===== src/rtl/pwm_driver.sv =====
// Two-channel PWM driver with a shared prescaled 64-step timebase.
// Target duties are taken only at period boundaries and are either applied
// directly or slewed by one LSB per period, depending on SLEW_EN.
module pwm_driver #(
  parameter int PRESCALE = 16,
  parameter bit SLEW_EN  = 1'b1
) (
  input  logic       sysclk,
  input  logic       Reset,
  input  logic       En,
  input  logic [5:0] DC_X,
  input  logic [5:0] DC_Y,
  output logic       PWM_X,
  output logic       PWM_Y,
  output logic [5:0] Cur_X,
  output logic [5:0] Cur_Y,
  output logic       Period_Start
);

  // Prescaler must hold 0..PRESCALE-1; PRESCALE is at least 2, so one bit minimum.
  localparam int PW = (PRESCALE > 2) ? $clog2(PRESCALE) : 1;
  localparam logic [PW-1:0] PRESC_LAST = PW'(PRESCALE - 1);
  localparam logic [PW-1:0] PRESC_ZERO = {PW{1'b0}};
  localparam logic [PW-1:0] PRESC_ONE  = PW'(1);

  logic [PW-1:0] presc_r;
  logic [5:0]    period_r;
  logic          tick_s;
  logic          boundary_s;
  logic [5:0]    next_x_s;
  logic [5:0]    next_y_s;

  // One-LSB move toward the target; saturates naturally since the target is in range.
  function automatic logic [5:0] slew_step(input logic [5:0] cur, input logic [5:0] tgt);
    logic [5:0] res;
    if (tgt > cur) begin
      res = cur + 6'd1;
    end else if (tgt < cur) begin
      res = cur - 6'd1;
    end else begin
      res = cur;
    end
    return res;
  endfunction

  // Tick/boundary decode and the duty that would be applied at the next boundary.
  always_comb begin
    tick_s     = 1'b0;
    boundary_s = 1'b0;
    next_x_s   = Cur_X;
    next_y_s   = Cur_Y;
    if (En && (presc_r == PRESC_LAST)) begin
      tick_s = 1'b1;
    end else begin
      tick_s = 1'b0;
    end
    if (tick_s && (period_r == 6'd63)) begin
      boundary_s = 1'b1;
    end else begin
      boundary_s = 1'b0;
    end
    if (SLEW_EN) begin
      next_x_s = slew_step(Cur_X, DC_X);
      next_y_s = slew_step(Cur_Y, DC_Y);
    end else begin
      next_x_s = DC_X;
      next_y_s = DC_Y;
    end
  end

  // Prescaler and period counter; En low parks both at zero so a restart begins a fresh period.
  always_ff @(posedge sysclk or posedge Reset) begin
    if (Reset) begin
      presc_r  <= PRESC_ZERO;
      period_r <= 6'd0;
    end else if (!En) begin
      presc_r  <= PRESC_ZERO;
      period_r <= 6'd0;
    end else if (tick_s) begin
      presc_r  <= PRESC_ZERO;
      period_r <= period_r + 6'd1;
    end else begin
      presc_r  <= presc_r + PRESC_ONE;
    end
  end

  // Applied duties change only on a boundary seen while enabled; En low holds them.
  always_ff @(posedge sysclk or posedge Reset) begin
    if (Reset) begin
      Cur_X <= 6'd0;
      Cur_Y <= 6'd0;
    end else if (En && boundary_s) begin
      Cur_X <= next_x_s;
      Cur_Y <= next_y_s;
    end else begin
      Cur_X <= Cur_X;
      Cur_Y <= Cur_Y;
    end
  end

  // Registered waveforms and boundary pulse, all forced low while disabled.
  always_ff @(posedge sysclk or posedge Reset) begin
    if (Reset) begin
      PWM_X        <= 1'b0;
      PWM_Y        <= 1'b0;
      Period_Start <= 1'b0;
    end else if (!En) begin
      PWM_X        <= 1'b0;
      PWM_Y        <= 1'b0;
      Period_Start <= 1'b0;
    end else begin
      PWM_X        <= (period_r < Cur_X);
      PWM_Y        <= (period_r < Cur_Y);
      Period_Start <= boundary_s;
    end
  end

endmodule


===== config.mk =====
export PLATFORM = sky130hd
export DESIGN_NAME = pwm_driver
export DESIGN_NICKNAME = d
export VERILOG_FILES = /design/src/rtl/pwm_driver.sv
export SDC_FILE = /design/constraint.sdc
export NUM_CORES = 1
export LEC_CHECK = 0
export ABC_AREA = 0
export ABC_CLOCK_PERIOD_IN_PS = 2800
export BUFFER_PORTS_ARGS = -buffer_cell sky130_fd_sc_hd__buf_4
export CAP_MARGIN = 40
export CORE_ASPECT_RATIO = 1.2
export CORE_UTILIZATION = 40
export CTS_CLUSTER_DIAMETER = 50
export CTS_CLUSTER_SIZE = 24
export DETAILED_ROUTE_END_ITERATION = 8
export PLACE_DENSITY = 0.7
export SETUP_SLACK_MARGIN = 0.5
export SLEW_MARGIN = 30
export SYNTH_ARGS = -nofsm -noshare
export SYNTH_HDL_FRONTEND = slang
export SYNTH_SLANG_ARGS = --single-unit

===== constraint.sdc =====
create_clock -name sysclk -period 2.8 [get_ports sysclk]
set_input_delay 0.42 -clock sysclk [delete_from_list [all_inputs] [get_ports sysclk]]
set_output_delay 0.42 -clock sysclk [all_outputs]
set_load 0.01 [all_outputs]

* Word-level counts from Yosys, hierarchy flattened
Index checks and enable logic that the tools add are counted.
** Storage, ports and cells
- Register bits after elaboration :: 25
- Input bits :: 15
- Output and inout port bits :: 15
- Word-level logic and storage cells :: 42
** Operators by class
- Add/sub/neg operators :: 6
- Magnitude comparators :: 6
- Equality and inequality tests :: 3
- Multiplexer cells :: 13
- Reductions and logical operators :: 7
** Operator list (count)
- 6-bit 2-to-1 mux :: 6
- 6-bit < comparator :: 4
- 6-bit by 1-bit adder with 6-bit output (second input constant) :: 3
- 6-bit greater-than comparator :: 2
- 6-bit by 1-bit subtractor with 6-bit output (second input constant) :: 2
- 4-bit 2-to-1 mux :: 2
- 6-bit == test (second input constant) :: 1
- 1-bit 2-to-1 mux :: 5
- 4-bit by 1-bit adder with 4-bit output (second input constant) :: 1
- 4-bit == test (second input constant) :: 1
- 2-bit AND reduction :: 2
- 2-bit nonzero test :: 2
- 1-bit logical AND :: 3
- 2-bit by 1-bit != test with 1-bit output (second input constant) :: 1

* Logic depth before layout (Yosys ltp)
Gate-level depths: netlist of the first run.
- Depth in word-level cells :: 7
- Mapped depth :: 12
- Mapped depth without buffers :: 12

* Least setup slack after synthesis of the first run
No wires, ideal clock.
- Path kind :: flip-flop to flip-flop
- From :: reg Cur_Y[1]
- To :: reg Cur_Y[5]
- Setup time :: 0.123 ns
- Arrival :: 2.656 ns
- Required time :: 2.677 ns
- Setup slack :: 0.021 ns
- Cell stages (with the launch flop) :: 13
- Clock period less this slack :: 2.779 ns
- Path through :: dfrtp_1 -> inv_1 -> ha_1 -> nor2b_1 -> o21a_1 -> o31ai_2 -> ha_1 -> a211oi_1 -> o21bai_1 -> a21oi_1 -> xor2_1 -> nor2_1 -> xnor2_1
** Between the ends
- Word-level cells in the longest chain between the ends :: 3
** Ends and longest elaborated chain
- start: declaration :: RTL line 16 : output logic [5:0] Cur_Y,
- start signal: assignment :: RTL line 94 : Cur_Y <= next_y_s;
- start signal: assignment :: RTL line 97 : Cur_Y <= Cur_Y;
- 6-bit by 1-bit subtractor with 6-bit output (tied with other cells) :: RTL line 39 : res = cur - 6'd1;
- 6-bit 2-to-1 mux or 2-bit nonzero test (tied branches)
- 6-bit 2-to-1 mux or 2-bit AND reduction (tied branches)
Parallel ways exist; a longest one is shown, timed or not. The select of a mux whose other input is x is not followed.
A chain may end at the register's enable or synchronous reset.

* Worst setup path after layout of the first run
- From :: reg Cur_Y[4]
- To :: reg Cur_Y[5]
Same word-level chain as after synthesis.

==> results.sh, run 1 <==
export IMPL_rrSetupSlack_ns=0.21
export IMPL_hp_class="in2async"
export IMPL_areaGrowthSynthToFinish_pct=49.8
export IMPL_rows=27
export IMPL_die_area_mm2=0.00510
export IMPL_total_leakage_power_nw=1.36
export IMPL_tightestPinTransition_ns=0.340
export IMPL_port_buffers=29
export IMPL_dpl_instance_area_mm2=0.00239
export IMPL_seqCellArea_um2=628
export IMPL_fillCellCount=357
export IMPL_seq_power_share=0.466
export IMPL_worst_path_max_delay_cell="dfrtp_1"
export IMPL_clock_power_share=0.286
export IMPL_wl_um=4660
export IMPL_yosysWarnings=0
export IMPL_grt_max_degree=26
export IMPL_ys_async_sr_fraction=1.00
export IMPL_setup_violations=0
export IMPL_worstPathCellList="inv_2, ha_4, and4_4, o21a_1, o31ai_4, buf_6, buf_4, ha_4, a211oi_2, o21bai_1, a21oi_2, xor2_1, nor2_1, xnor2_1"
export IMPL_route_vias_total=1637
export IMPL_drive_gt1_frac=0.519
export IMPL_slew_headroom=0.773
export IMPL_critPathLaunchType="flop"
export IMPL_cts_root_buf="clkbuf_8"
export IMPL_netSwitchingFraction=0.274
export IMPL_wl_met1_um=2040
export IMPL_track_usage=0.187
export IMPL_crit_required_ns=2.97
export IMPL_period_minus_slack_ns=2.59
export IMPL_dp_hpwl_um=3010
export IMPL_grt_pass1_vias=1582
export IMPL_ys_flop_type="dfrtp_1"
export IMPL_finalHoldViolCount=0
export IMPL_dr_pass1_iters=4
export IMPL_power_frac_comb=0.249
export IMPL_clk_latency_ns=0.27
export IMPL_synth_edf_count=0
export IMPL_slew_violations=0
export IMPL_cp_max_fo=4
export IMPL_num_antenna_cells=0
export IMPL_wl_met2_um=2420
export IMPL_syn_area_per_cell_um2=10.5
export IMPL_final_cells=320
export IMPL_synthesis_nets=233
export IMPL_fin_crit_sh=0.924
export IMPL_overflow=0
export IMPL_ys_ff_latch=25
export IMPL_yosysUniqueCellTypes=32
export IMPL_intPower_w=0.000577
export IMPL_die_width_um=65.4
export IMPL_syn_cell_area_mm2=0.00193
export IMPL_switching_power_w=0.000218
export IMPL_fin_skew_ns=0.00255
export IMPL_cts_tree="built"
export IMPL_arrival_ns=2.75
export IMPL_drc=0
export IMPL_end_kind="flop"
export IMPL_syn_inst=184
export IMPL_post_place_cells=283
export IMPL_ant_nets=0
export IMPL_dr_first_iter_drc_count=47
export IMPL_rsz0062_at_grt="yes"
export IMPL_status="finished, final reports clean"
export IMPL_final_net_count=312
export IMPL_final_area_mm2=0.00289
export IMPL_top_layer_used="met4"
export IMPL_yosysSeqAreaShare=0.324
export IMPL_core_mm2=0.00459
export IMPL_die_h_um=78.1
export IMPL_grt_antenna_before_repair=0
export IMPL_wire_per_inst_um=14.6
export IMPL_drv_cap=0
export IMPL_clk_pin_slew_ns=0.09
export IMPL_hold_ws_ns=0.186
export IMPL_post_place_ws_ns=-0.0582
export IMPL_num_io_pins=30
export IMPL_setup_ws_ns=0.213
export IMPL_place_congestion=0.797
export IMPL_htreeDepth=1
export IMPL_crit_path_frequent_cell="ha_4"
export IMPL_cts_num_sinks=25
export IMPL_dr_wl_met3_um=104
export IMPL_ir_worst_vdd_v=0.000229
export IMPL_routed_via_density=5.12
export IMPL_crit_type="reg2reg"
export IMPL_clock_fmax_ghz=0.387
export IMPL_start_util=0.420
export IMPL_grt_pass1_wl_um=7370
export IMPL_cts_buffers=3
export IMPL_cpPeakStageDelay_ns=0.39
export IMPL_powerDensity_mw_per_mm2=275
export IMPL_cts_buffer_depth=2
export IMPL_multi_input_area_mm2=0.00149
[metrics by stage]
stage	TNS, ns	total power, W	utilization
after floorplan	0	0.000463	-
after global placement	-0.0362	0.000506	0.519
after detailed placement	-0.0582	0.000509	0.519
after CTS	0	0.000763	0.592
after global routing	0	0.000831	0.629
final	0	0.000795	0.629
[state kept, by name, indices dropped and copies added (netlist names)]
register      flops
presc_r           4
Period_Start      1
period_r          6
PWM_X             1
PWM_Y             1
Cur_X             6
Cur_Y             6
[cells in the final DEF (no fill, tap or decap), types with 3 or more instances in the layout]
| cell type | instances |
|---|---|
| a21oi_2 | 6 |
| dfrtp_1 | 23 |
| nand3_1 | 3 |
| a21oi_1 | 7 |
| clkbuf_8 | 3 |
| buf_4 | 68 |
| o21ai_1 | 8 |
| and2_1 | 8 |
| nand2_1 | 4 |
| xnor2_1 | 7 |
| buf_6 | 8 |
| inv_1 | 4 |
| ha_1 | 20 |
| xor2_1 | 11 |
| inv_2 | 10 |
| nor2_1 | 8 |
| a211oi_2 | 4 |
| ha_4 | 12 |
| nor2b_1 | 3 |
| o21ai_0 | 5 |
| a21o_1 | 4 |
[worst max-delay path: cells and delay by family, from the launching register on]
kind	cells	cell delay [ns]
compound gates	5	0.73
fa+ha+maj	2	0.43
flops	1	0.39
buf+inv	3	0.34
simple gates	2	0.29
xor+xnor	2	0.29
[Yosys cell counts, types with 3 or more instances]
master    count  area share
xor2_1       11       0.050
inv_1        14       0.027
nor2b_1       5       0.016
and4_1        3       0.014
nand3_1       5       0.013
nand2_1       4      0.0078
nor2_1        9       0.018
ha_1         32        0.21
o21ai_1       6       0.016
a211oi_1      4       0.016
a21o_1        4       0.016
xnor2_1       7       0.032
o21ai_0       8       0.021
a21oi_1      13       0.034
dfrtp_1      25        0.32
and2_1        8       0.026
[power by group through the flow]
stage | sequential [W] | clock [W] | combinational (W)
floorplan | 0.000377 | 0 | 0.0000861
global placement | 0.000377 | 0 | 0.000129
global route | 0.000371 | 0.000244 | 0.000215
finish | 0.000370 | 0.000227 | 0.000198
detailed placement | 0.000377 | 0 | 0.000132
CTS | 0.000370 | 0.000229 | 0.000164
[repair_timing]
| item | 4_1_cts | 5_1_grt |
|---|---|---|
| resized for setup | 29 | 14 |
| hold buffers | 0 | 0 |
| endpoints found under the hold margin | 0 | 0 |
| setup endpoints to repair | 10 | 10 |
| buffers inserted | 22 | 11 |
| pin swaps | 29 | 16 |
[layout make-up]
type,count,share of cell area
clock inverter,1,0.00260
clock buffer,3,0.0143
timing repair buffer,76,0.208
multi-input combinational,143,0.515
inverter,14,0.0182
sequential,25,0.217
tap,58,0.0251
[worst paths after layout]
kind	from	to	depth (start not counted)
max	Cur_Y[4]	Cur_Y[5]	14
min in group sysclk	En	presc_r[2]	2
max in group asynchronous	Reset	Cur_Y[1]	3
min reg2reg	Cur_X[2]	Cur_X[2]	2
min	Reset	Cur_X[3]	3
max reg2reg	Cur_Y[4]	Cur_Y[5]	14
[cells by family (layout without fill, tap and decap cells)]
| logic type | count (synthesis) | in the layout | synth area share |
|---|---|---|---|
| adders and majority gates | 34 | 34 | 0.228 |
| muxes | 3 | 3 | 0.0208 |
| and+or+nand+nor | 45 | 45 | 0.163 |
| xor gates and xnor gates | 18 | 18 | 0.0818 |
| AOI/OAI and AO/OA | 43 | 43 | 0.147 |
| buffers and inverters | 16 | 94 | 0.0350 |
| DFF | 25 | 25 | 0.324 |
[per-layer routing]
metal,GRT usage,up-vias
met3,0.0145,10
met1,0.238,785
li1,-,812
met2,0.325,30
met5,0,-
met4,0.0696,0
Note: power is estimated with default switching activity, not from simulation.
==> run 2, diff against run 1 <==
--- a/config.mk
+++ b/config.mk
@@ -15,6 +15,7 @@
 export CTS_CLUSTER_SIZE = 24
 export DETAILED_ROUTE_END_ITERATION = 8
 export PLACE_DENSITY = 0.7
+export RECOVER_POWER = 25
 export SETUP_SLACK_MARGIN = 0.5
 export SLEW_MARGIN = 30
 export SYNTH_ARGS = -nofsm -noshare
==> results.sh, run 2 (synthesis results as in run 1) <==
export IMPL_place_congestion=0.797
export IMPL_cts_root_buf="clkbuf_8"
export IMPL_setup_violations=0
export IMPL_die_h_um=78.1
export IMPL_grt_pass1_wl_um=7370
export IMPL_powerDensity_mw_per_mm2=275
export IMPL_final_common_cell="buf_4"
export IMPL_drc=0
export IMPL_num_antenna_cells=0
export IMPL_period_minus_slack_ns=2.59
export IMPL_grt_antenna_before_repair=0
export IMPL_overflow=0
export IMPL_fin_crit_sh=0.924
export IMPL_dr_pass1_iters=4
export IMPL_final_cells=320
export IMPL_rows=27
export IMPL_r2r_end="Cur_Y[5]"
export IMPL_final_cell_mix="buf_4 (66), dfrtp_1 (23), ha_1 (20)"
export IMPL_hold_buffers=0
export IMPL_grt_pass1_vias=1582
export IMPL_slew_violations=0
export IMPL_finalHoldViolCount=0
export IMPL_cts_buffers=3
export IMPL_clk_pin_slew_ns=0.09
export IMPL_biggestRegsByFlops="Cur_X (6), Cur_Y (6), period_r (6)"
export IMPL_rsz0062_at_grt="yes"
export IMPL_dr_first_iter_drc_count=50
export IMPL_crit_required_ns=2.97
export IMPL_drv_cap=0
export IMPL_route_vias_total=1634
export IMPL_post_place_ws_ns=-0.0582
export IMPL_ant_nets=0
export IMPL_slew_headroom=0.0609
export IMPL_wl_um=4670
export IMPL_ff2ff_path_depth=14
export IMPL_wire_per_inst_um=14.6
export IMPL_htreeDepth=1
export IMPL_track_usage=0.187
export IMPL_final_net_count=312
export IMPL_dp_hpwl_um=3010
export IMPL_min_path_cells=2
export IMPL_hp_class="in2reg"
export IMPL_clock_fmax_ghz=0.387
export IMPL_cts_num_sinks=25
export IMPL_die_width_um=65.4
export IMPL_holdPathEnd="presc_r[2]"
export IMPL_core_mm2=0.00459
export IMPL_crit_type="reg2reg"
export IMPL_grt_max_degree=26
export IMPL_areaGrowthSynthToFinish_pct=49.6
export IMPL_cts_tree="built"
export IMPL_num_io_pins=30
export IMPL_start_util=0.420
export IMPL_critPathLaunchType="flop"
export IMPL_min_from="En"
export IMPL_drive_gt1_frac=0.515
export IMPL_rr_startpoint="Cur_Y[4]"
export IMPL_cp_startpoint="Cur_Y[4]"
export IMPL_rrSetupSlack_ns=0.21
export IMPL_routed_via_density=5.11
export IMPL_setup_ws_ns=0.213
export IMPL_cts_buffer_depth=2
export IMPL_port_buffers=29
export IMPL_fin_skew_ns=0.00238
export IMPL_end_kind="flop"
export IMPL_total_leakage_power_nw=1.36
export IMPL_clk_latency_ns=0.27
export IMPL_cp_max_fo=4
export IMPL_tightestPinTransition_ns=1.41
export IMPL_ir_worst_vdd_v=0.000229
export IMPL_status="finished, final reports clean"
export IMPL_arrival_ns=2.75
export IMPL_die_area_mm2=0.00510
export IMPL_post_place_cells=283
-- run 2: cell type report --
| type | instances | area (um2) |
|---|---|---|
| timing repair buffer | 76 | 597 |
| clock inverter | 1 | 7.51 |
| inverter | 14 | 52.6 |
| sequential | 25 | 628 |
| multi-input combinational | 143 | 1490 |
| tap | 58 | 72.6 |
| clock buffer | 3 | 41.3 |
| fill | 357 | 1710 |
-- run 2: layer usage --
layer,up-vias,GRT usage,part of all wire
met5,-,0,0
met4,0,0.0696,0.021
met3,10,0.0145,0.022
met2,30,0.325,0.52
met1,783,0.238,0.44
li1,811,-,-
-- run 2: where the power goes --
part / total (W) / internal, W / switching, W
sequential: 0.000370 / 0.000366 / 0.00000452
combinational: 0.000197 / 0.000109 / 0.0000874
clock: 0.000227 / 0.000101 / 0.000126
-- run 2: repair_timing --
item	in CTS	in global routing
resized for setup	29	14
setup endpoints to repair	10	10
pin swaps	29	16
cloned	0	0
buffers inserted	22	11
-- run 2: critical path, cell delays in order, from the launching register on --
cell and delay, ns:
dfrtp_1 0.39, inv_2 0.07, ha_4 0.26, and4_4 0.22, o21a_1 0.16, o31ai_4 0.08
buf_6 0.14, buf_4 0.13, ha_4 0.17, a211oi_2 0.22, o21bai_1 0.13, a21oi_2 0.14
xor2_1 0.16, nor2_1 0.07, xnor2_1 0.13
-- run 2: through the flow --
step	power [W]	TNS, ns	instance area, um2	hold WS, ns	utilization
4_1_cts	0.000763	0	2720	0.208	0.592
3_5_place_dp	0.000509	-0.0582	2390	0.510	0.519
3_3_place_gp	0.000506	-0.0362	2390	0.499	0.519
2_1_floorplan	0.000463	0	2010	0.447	-
6_report	0.000794	0	2890	0.446	0.628
5_1_grt	0.000830	0	2890	0.455	0.628
-- run 2: worst max path at each step --
stage / to / slack, ns / depth (start not counted)
global placement: Cur_X[5] / -0.04 / 12
global route: Cur_X[5] / 0.08 / 12
detailed placement: Cur_X[5] / -0.06 / 12
finish: Cur_Y[5] / 0.21 / 14
floorplan: Cur_X[5] / 0.24 / 12
CTS: Cur_X[5] / 0.26 / 12
==> run 3, diff against run 2 <==
--- a/config.mk
+++ b/config.mk
@@ -10,11 +10,12 @@
 export BUFFER_PORTS_ARGS = -buffer_cell sky130_fd_sc_hd__buf_4
 export CAP_MARGIN = 40
 export CORE_ASPECT_RATIO = 1.2
-export CORE_UTILIZATION = 40
+export CORE_MARGIN = 5
+export CORE_UTILIZATION = 35
 export CTS_CLUSTER_DIAMETER = 50
 export CTS_CLUSTER_SIZE = 24
 export DETAILED_ROUTE_END_ITERATION = 8
-export PLACE_DENSITY = 0.7
+export PLACE_DENSITY = 0.64
 export RECOVER_POWER = 25
 export SETUP_SLACK_MARGIN = 0.5
 export SLEW_MARGIN = 30
==> results.sh, run 3 (synthesis results as in run 1) <==
export IMPL_status="finished, final reports clean"
export IMPL_total_leakage_power_nw=1.34
export IMPL_htreeDepth=1
export IMPL_areaGrowthSynthToFinish_pct=47.2
export IMPL_grt_pass1_vias=1619
export IMPL_cts_buffer_depth=2
export IMPL_fin_util=0.532
export IMPL_die_area_mm2=0.00710
export IMPL_cts_num_sinks=25
export IMPL_cp_max_fo=5
export IMPL_grt_max_degree=26
export IMPL_hp_class="in2reg"
export IMPL_slew_violations=0
export IMPL_worst_path_max_delay_cell="dfrtp_2"
export IMPL_track_usage=0.129
export IMPL_fin_crit_sh=0.944
export IMPL_num_io_pins=30
export IMPL_arrival_ns=2.81
export IMPL_drc=0
export IMPL_worstPathCellList="inv_2, ha_4, nor2b_4, o21a_1, o31ai_4, ha_1, a211oi_2, o21bai_1, a21oi_2, xor2_1, nor2_1, xnor2_1"
export IMPL_clock_fmax_ghz=0.378
export IMPL_final_cell_mix="buf_4 (67), dfrtp_1 (23), ha_1 (22)"
export IMPL_slew_headroom=0.0793
export IMPL_worst_path_stages=12
export IMPL_port_buffers=29
export IMPL_final_net_count=309
export IMPL_power_w=0.000771
export IMPL_crit_path_end="Cur_Y[5]"
export IMPL_cp_startpoint="Cur_Y[1]"
export IMPL_grt_pass1_wl_um=7540
export IMPL_ff2ff_path_depth=12
export IMPL_rows=29
export IMPL_ant_nets=0
export IMPL_clock_power_share=0.291
export IMPL_cts_tree="built"
export IMPL_biggestRegsByFlops="Cur_X (6), Cur_Y (6), period_r (6)"
export IMPL_crit_family="compound AO/OA/AOI/OAI gates"
export IMPL_drive_gt1_frac=0.494
export IMPL_dr_pass1_iters=4
export IMPL_powerDensity_mw_per_mm2=272
export IMPL_clk_latency_ns=0.27
export IMPL_start_util=0.361
export IMPL_rsz0062_at_grt="yes"
export IMPL_dr_first_iter_drc_count=38
export IMPL_final_cells=321
export IMPL_dp_hpwl_um=3190
export IMPL_r2r_end="Cur_Y[5]"
export IMPL_power_frac_comb=0.229
export IMPL_seq_power_share=0.480
export IMPL_cpPeakStageDelay_ns=0.43
export IMPL_core_mm2=0.00533
export IMPL_critPathLaunchType="flop"
export IMPL_cts_root_buf="clkbuf_8"
export IMPL_hold_buffers=0
export IMPL_fin_skew_ns=0.00540
export IMPL_crit_type="reg2reg"
export IMPL_hold_ws_ns=0.461
export IMPL_routed_via_density=5.03
export IMPL_finalHoldViolCount=0
export IMPL_rr_startpoint="Cur_Y[1]"
export IMPL_intPower_w=0.000563
export IMPL_ir_worst_vdd_v=0.000177
export IMPL_cts_buffers=3
export IMPL_tightestPinTransition_ns=1.38
export IMPL_place_congestion=0.782
export IMPL_post_place_cells=286
export IMPL_drv_cap=0
export IMPL_overflow=0
export IMPL_die_h_um=91.3
export IMPL_wire_per_inst_um=14.4
export IMPL_setup_violations=0
export IMPL_route_vias_total=1616
export IMPL_netSwitchingFraction=0.270
export IMPL_period_minus_slack_ns=2.64
export IMPL_rrSetupSlack_ns=0.16
export IMPL_die_width_um=77.8
export IMPL_clk_pin_slew_ns=0.09
export IMPL_crit_buf_inv=1
export IMPL_fillCellCount=462
export IMPL_switching_power_w=0.000208
export IMPL_crit_required_ns=2.97
export IMPL_grt_antenna_before_repair=0
export IMPL_fin_setup_tns_ns=0
export IMPL_final_common_cell="buf_4"
export IMPL_wl_um=4640
export IMPL_end_kind="flop"
export IMPL_num_antenna_cells=0
-- run 3: changes by cell type in the layout (fill, tap and decap cells not counted), sizes merged --
cell	previous run	this run
buf	74	71
clkbuf	5	6
clkinvlp	1	0
-- run 3: layout make-up --
| cell class | count | area [um2] | share of cell area |
|---|---|---|---|
| Timing Repair Buffer | 73 | 559 | 0.197 |
| Tap cell | 62 | 77.6 | 0.0273 |
| Inverter | 14 | 55.1 | 0.0194 |
| Clock buffer | 4 | 45.0 | 0.0159 |
| Multi-Input combinational cell | 143 | 1470 | 0.519 |
| Sequential cell | 25 | 628 | 0.221 |
-- run 3: how the worst min path moves through the flow --
stage                     start     endpoint  cells after the start
after floorplan           Reset     Cur_X[0]                      1
after global placement    Reset     Cur_X[2]                      3
after detailed placement  Reset     Cur_X[2]                      3
after CTS                 Reset     Cur_Y[3]                      3
after global routing         En  period_r[5]                      2
final                        En  period_r[0]                      2
-- run 3: timing repair --
action | CTS | global route
gates resized for setup | 28 | 10
pin swaps | 30 | 16
buffers inserted | 20 | 11
endpoints found under the setup margin | 10 | 10
-- run 3: power groups by stage --
stage	clock [W]	sequential [W]	combinational (W)
6_report	0.000224	0.000370	0.000177
5_1_grt	0.000244	0.000371	0.000195
4_1_cts	0.000233	0.000370	0.000159
3_5_place_dp	0	0.000377	0.000129
3_3_place_gp	0	0.000377	0.000128
2_1_floorplan	0	0.000377	0.0000861
-- run 3: per-layer routing --
layer | share of wire | vias up | GRT usage
li1 | - | 803 | -
met1 | 0.42 | 778 | 0.165
met2 | 0.53 | 30 | 0.222
met3 | 0.038 | 5 | 0.0188
met4 | 0.012 | 0 | 0.0387
met5 | 0 | - | 0
-- run 3: worst reg2reg max path, stage by stage (launching register included) --
cell	delay (ns)
dfrtp_2	0.43
inv_2	0.09
ha_4	0.20
nor2b_4	0.12
o21a_1	0.20
o31ai_4	0.34
ha_1	0.32
a211oi_2	0.19
o21bai_1	0.12
a21oi_2	0.15
xor2_1	0.17
nor2_1	0.08
xnor2_1	0.13
-- run 3: metrics by stage --
step,cell area [um2],setup slack [ns]
after floorplan,2010,0.242
after global placement,2380,-0.0177
after detailed placement,2380,-0.0110
after CTS,2700,0.219
after global routing,2840,0.0134
final,2840,0.158
